[src/rtl/regfile_scoreboard_if.sv]
// Register file / scoreboard bus: writeback, allocate and read ports.
// master = issue/writeback side, slave = register file.
interface regfile_scoreboard_if #(
  parameter int unsigned WIDTH  = 32,
  parameter int unsigned DEPTH  = 32,
  parameter int unsigned NUM_RD = 2
);
  localparam int unsigned AW = $clog2(DEPTH);

  logic                              wr_en;
  logic [AW-1:0]                     wr_addr;
  logic [WIDTH-1:0]                  wr_data;
  logic                              alloc_en;
  logic [AW-1:0]                     alloc_addr;
  logic [NUM_RD-1:0][AW-1:0]         rd_addr;
  logic [NUM_RD-1:0][WIDTH-1:0]      rd_data;
  logic [NUM_RD-1:0]                 rd_busy;
  logic                              any_busy;

  modport master (
    output wr_en, wr_addr, wr_data, alloc_en, alloc_addr, rd_addr,
    input  rd_data, rd_busy, any_busy
  );

  modport slave (
    input  wr_en, wr_addr, wr_data, alloc_en, alloc_addr, rd_addr,
    output rd_data, rd_busy, any_busy
  );
endinterface

[src/rtl/regfile_scoreboard.sv]
// Architectural register file with a per-entry busy (scoreboard) bit.
// Combinational read ports, one writeback port, one allocate port.
// Optional feature macro: REGFILE_BYPASS_EN (same-cycle write-to-read forwarding).
module regfile_scoreboard #(
  parameter int unsigned WIDTH    = 32,
  parameter int unsigned DEPTH    = 32,
  parameter int unsigned NUM_RD   = 2,
  parameter int unsigned ZERO_REG = 1
) (
  input  logic                 clk,
  input  logic                 reset,
  regfile_scoreboard_if.slave  rf
);
  localparam int unsigned AW = $clog2(DEPTH);

  logic [WIDTH-1:0]             regs [DEPTH];
  logic [DEPTH-1:0]             busy;
  logic [DEPTH-1:0]             busy_next;
  logic                         any_busy_q;
  logic                         wr_ok;
  logic                         alloc_ok;
  logic [AW-1:0]                ra;
  logic [NUM_RD-1:0][WIDTH-1:0] rd_data_c;
  logic [NUM_RD-1:0]            rd_busy_c;

  // Register 0 swallows writes/allocates when it is hardwired to zero.
  assign wr_ok    = rf.wr_en    && !((ZERO_REG != 0) && (rf.wr_addr    == '0));
  assign alloc_ok = rf.alloc_en && !((ZERO_REG != 0) && (rf.alloc_addr == '0));

  // Next busy vector: writeback clears, allocate sets; allocate applied last so the new producer wins.
  always_comb begin
    busy_next = busy;
    if (wr_ok)    busy_next[rf.wr_addr]    = 1'b0;
    if (alloc_ok) busy_next[rf.alloc_addr] = 1'b1;
  end

  // Storage, busy bits and the registered any_busy summary.
  always_ff @(posedge clk) begin
    if (reset) begin
      for (int unsigned i = 0; i < DEPTH; i++) regs[i] <= '0;
      busy       <= '0;
      any_busy_q <= 1'b0;
    end else begin
      if (wr_ok) regs[rf.wr_addr] <= rf.wr_data;
      busy       <= busy_next;
      any_busy_q <= |busy_next;
    end
  end

  // Combinational read ports, with optional forwarding of the in-flight write.
  always_comb begin
    rd_data_c = '0;
    rd_busy_c = '0;
    ra        = '0;
    for (int unsigned k = 0; k < NUM_RD; k++) begin
      ra = rf.rd_addr[k];
      if (!((ZERO_REG != 0) && (ra == '0))) begin
        rd_data_c[k] = regs[ra];
        rd_busy_c[k] = busy[ra];
`ifdef REGFILE_BYPASS_EN
        if (wr_ok && (rf.wr_addr == ra)) begin
          rd_data_c[k] = rf.wr_data;
          rd_busy_c[k] = alloc_ok && (rf.alloc_addr == ra);
        end
`endif
      end
    end
  end

  assign rf.rd_data  = rd_data_c;
  assign rf.rd_busy  = rd_busy_c;
  assign rf.any_busy = any_busy_q;
endmodule

[src/flat_wrapper.sv]
// flat-port wrapper written by rule: the top's interface ports become plain ports
module regfile_scoreboard_flat 
#(
  parameter int unsigned WIDTH    = 32,
  parameter int unsigned DEPTH    = 32,
  parameter int unsigned NUM_RD   = 2,
  parameter int unsigned ZERO_REG = 1
)
  (clk, reset, rf_wr_en, rf_wr_addr, rf_wr_data, rf_alloc_en, rf_alloc_addr, rf_rd_addr, rf_rd_data, rf_rd_busy, rf_any_busy);
  regfile_scoreboard_if #(.WIDTH(WIDTH), .DEPTH(DEPTH), .NUM_RD(NUM_RD)) rf_i ();
  input  logic clk;
  input  logic reset;
  input wire logic [$bits(rf_i.wr_en)-1:0] rf_wr_en;
  input wire logic [$bits(rf_i.wr_addr)-1:0] rf_wr_addr;
  input wire logic [$bits(rf_i.wr_data)-1:0] rf_wr_data;
  input wire logic [$bits(rf_i.alloc_en)-1:0] rf_alloc_en;
  input wire logic [$bits(rf_i.alloc_addr)-1:0] rf_alloc_addr;
  input wire logic [$bits(rf_i.rd_addr)-1:0] rf_rd_addr;
  output wire logic [$bits(rf_i.rd_data)-1:0] rf_rd_data;
  output wire logic [$bits(rf_i.rd_busy)-1:0] rf_rd_busy;
  output wire logic [$bits(rf_i.any_busy)-1:0] rf_any_busy;
  assign rf_i.wr_en = rf_wr_en;
  assign rf_i.wr_addr = rf_wr_addr;
  assign rf_i.wr_data = rf_wr_data;
  assign rf_i.alloc_en = rf_alloc_en;
  assign rf_i.alloc_addr = rf_alloc_addr;
  assign rf_i.rd_addr = rf_rd_addr;
  assign rf_rd_data = rf_i.rd_data;
  assign rf_rd_busy = rf_i.rd_busy;
  assign rf_any_busy = rf_i.any_busy;
  regfile_scoreboard #(.WIDTH(WIDTH), .DEPTH(DEPTH), .NUM_RD(NUM_RD), .ZERO_REG(ZERO_REG)) u_core (.clk(clk), .reset(reset), .rf(rf_i));
endmodule
[config.mk]
export PLATFORM = sky130hd
export DESIGN_NAME = regfile_scoreboard_flat
export DESIGN_NICKNAME = d
export VERILOG_FILES = /design/src/rtl/regfile_scoreboard_if.sv /design/src/rtl/regfile_scoreboard.sv /design/src/flat_wrapper.sv
export SDC_FILE = /design/constraint.sdc
export NUM_CORES = 2
export LEC_CHECK = 0
export CAP_MARGIN = 20
export CORE_ASPECT_RATIO = 1.1
export CORE_UTILIZATION = 55
export CTS_CLUSTER_SIZE = 12
export DETAILED_ROUTE_END_ITERATION = 7
export DONT_BUFFER_PORTS = 1
export PLACE_DENSITY = 0.85
export RECOVER_POWER = 25
export SLEW_MARGIN = 40
export SYNTH_ARGS = -nofsm -noshare
export SYNTH_HDL_FRONTEND = slang
export SYNTH_SLANG_ARGS = --single-unit
[constraint.sdc]
create_clock -name clk -period 2.5 [get_ports clk]
set_clock_uncertainty 0.15 [all_clocks]
set_input_delay 0.25 -clock clk [delete_from_list [all_inputs] [get_ports clk]]
set_output_delay 0.25 -clock clk [all_outputs]
set_load 0.005 [all_outputs]
==> results_dict.tcl <==
set metrics [dict create \
    synth.distinct_cells 31 \
    ys_top_cells_by_area "edfxtp_1 (55%), mux4_2 (26%), and2_1 (11%), clkbuf_1 (1.8%), dfxtp_1 (1.2%)" \
    cts.sinks 1057 \
    antenna_found_initial 12 \
    p_per_area_nw_per_um2 641.6 \
    io_buffer_count 0 \
    p_int_w 0.03037 \
    maxCapViolCount 9 \
    synth-seq-cells 1057 \
    timing_worst_slew_pin_value_ps 1990 \
    wl_um 179500 \
    p_leak_nw 20.29 \
    cpPeakStageDelay_ps 1120 \
    fin_ws_ps -564.7 \
    post_cts_buffers 0 \
    final_max_slew_viol_count 212 \
    regToRegStartpoint "u_core.busy[20]" \
    p_switching_w 0.009261 \
    grt_pass1_wl_um 251800 \
    grt_max_degree 266 \
    combPwrFrac 0.116 \
    first_pass_iters 6 \
    async_flop_share 0 \
    viasPerCell 7.388 \
    placed_area_um2 58140 \
    crit_type "input port to register" \
    cts-root-buf "clkbuf_16" \
    avgSynthCellArea_um2 16.40 \
    hp-class "input port to register" \
    dieArea_um2 103400 \
    synth.most_common_cell "edfxtp_1" \
    hold_slack_ps -1.448 \
    cp-start-kind "input port" \
    fin_nets 3416 \
    netlist_area_um2 56180 \
    synth_top_area_frac 0.5473 \
    fin_crit_sh 1.226 \
    clk_pin_slew_ps 70 \
    r2r_slack_ps 780 \
    seq_area_frac_synth 0.5591 \
    synthFlopType "edfxtp_1" \
    drc 0 \
    drt_iter0_markers 6463 \
    num_io_pins 123 \
    maxSlewHeadroom -0.3269 \
    switching_share 0.2337 \
    rsz0062_at_grt "true" \
    cp_max_fo 66 \
    peakVddDrop_mv 0.5019 \
    yosysWarningCount 0 \
    final-setup-viol-count 133 \
    cts_made_buffers 102 \
    clkLatencyLatePin_ps 690 \
    reg2reg_depth 4 \
    final.setup.tns_ps -38600 \
    hold_violations 1 \
    clkPwrFrac 0.354 \
    crit_required_ps 2660 \
    h-tree-depth 3 \
    antenna_left 0 \
    cp_num_cells 4 \
    syn_to_final_growth_pct 9.937 \
    clockBufferDepth 3 \
    overflow 0 \
    coreArea_um2 100900 \
    violations "hold timing, capacitance limit, slew limit, setup timing" \
    crit_chain "dlygate4sd3_1 -> clkbuf_4 -> nand2b_2 -> buf_4" \
    min_period_ps 3065 \
    vias 35250 \
    wl_per_cell_um 37.61 \
    crit_slowest_cell "clkbuf_4" \
    rows 122 \
    grt_pass1_vias 35830 \
    postSynthCellCount 3426 \
    postLayoutCellArea_um2 61760 \
    cp_top_family "buffers and inverters" \
    max_freq_mhz 326.3 \
    arrival_ps 3230 \
    reg2reg_to "u_core.rf.any_busy" \
    dieWidth_um 306.7 \
    total_power_w 0.03963 \
    synthTopCellsByCount "edfxtp_1 (1024), and2_1 (994), mux4_2 (660)" \
    worstSetupEndpoint "u_core.regs[4][22]" \
    path_buf_inv 3 \
    cts_tree "yes" \
    hpwl_um 90140 \
    crit_start "reset" \
    place_congestion 0.8467 \
    status "complete, but fails checks" \
    die_h_um 337.2 \
    synth-edff-count 1024 \
    seqPwrFrac 0.530 \
    start_util 0.5568 \
    grt_usage 0.3487 \
    cp-end-kind "register" \
    yosysTopAreaCell "edfxtp_1" \
    drive_gt1_frac 0.3090 \
]
-- registers in the layout (all words and copies together) (netlist names) --
name	flops
u_core.regs	1024
u_core.rf.any_busy	1
u_core.busy	32
-- placed cells by master (no fill, tap or decap), types with 24 or more instances in the layout --
cell type / instances
edfxtp_1: 1024
and2_1: 797
mux4_2: 660
and2_0: 197
clkbuf_16: 104
nor2_1: 70
clkbuf_1: 40
nand2_1: 37
buf_12: 35
nor2_2: 34
buf_4: 34
mux2i_4: 32
conb_1: 32
nand2b_2: 31
buf_2: 31
a22oi_1: 30
dlygate4sd3_1: 28
dfxtp_1: 28
nor2_4: 24
-- worst min-delay path by stage --
stage	from	to	cells after the start
2_1_floorplan	rf_wr_data[31]	u_core.regs[1][31]	1
3_3_place_gp	reset	u_core.busy[20]	1
3_5_place_dp	reset	u_core.busy[21]	1
4_1_cts	reset	u_core.regs[23][0]	2
5_1_grt	reset	u_core.regs[20][0]	2
6_report	rf_alloc_addr[4]	u_core.busy[6]	4
-- metrics by stage --
stage | utilization | worst slack (ps) | instances | hold slack [ps]
final | 0.6121 | -564.7 | 4772 | -1.448
after global routing | 0.6120 | -511.0 | 4768 | 13.28
after CTS | 0.6150 | -532.9 | 4761 | 0.9869
after detailed placement | 0.5762 | 85.65 | 4555 | 223.7
after global placement | 0.5755 | 113.6 | 4552 | 222.1
after floorplan | - | 152.7 | 3457 | 298.2
-- final cells by class --
| class | count | area, um^2 |
|---|---|---|
| antenna | 7 | 17.52 |
| clock buffer | 127 | 2709 |
| clock inverter | 18 | 111.4 |
| fill | 6708 | 39140 |
| multi-input combinational | 2031 | 24130 |
| sequential | 1057 | 31420 |
| tap | 1364 | 1707 |
| timing repair buffer | 168 | 1677 |
-- power groups by stage --
| stage | registers [W] | clock network [W] | logic [W] |
|---|---|---|---|
| 2_1_floorplan | 0.0211 | 0 | 0.00333 |
| 3_3_place_gp | 0.0211 | 0 | 0.00380 |
| 3_5_place_dp | 0.0213 | 0 | 0.00386 |
| 4_1_cts | 0.0209 | 0.0140 | 0.00442 |
| 5_1_grt | 0.0211 | 0.0146 | 0.00465 |
| 6_report | 0.0210 | 0.0140 | 0.00459 |
-- cell families after synthesis --
group | after synthesis | synth area share
multiplexers | 726 | 0.2763
AND/OR/NAND/NOR | 1241 | 0.1314
buffers and inverters | 369 | 0.02880
AO/OA/AOI/OAI | 32 | 0.004298
other | 1 | 0.00006675
flip-flops | 1057 | 0.5591
-- routing by layer --
metal  vias to the layer above  GRT usage  routed length (um)
met2                      3590     0.5411               84040
met5                         -          0                  40
met4                         6     0.2517               14520
met3                       864    0.09911               26790
met1                     17690     0.4222               54110
li1                      13100          -                   -
-- worst register-to-register path: cells and delay by family, from the launching register on --
kind             cells  cell delay (ps)
AO/OA/AOI/OAI        2              490
flip-flops           1              320
AND/OR/NAND/NOR      2              570
-- what timing repair did --
action / CTS / global route
pin swaps: 3 / 7
hold buffers: 61 / 1
setup endpoints to repair: 66 / 69
resized for setup: 103 / 37
hold endpoints to repair: 1068 / 1
Power figures use the tool's default switching activity.
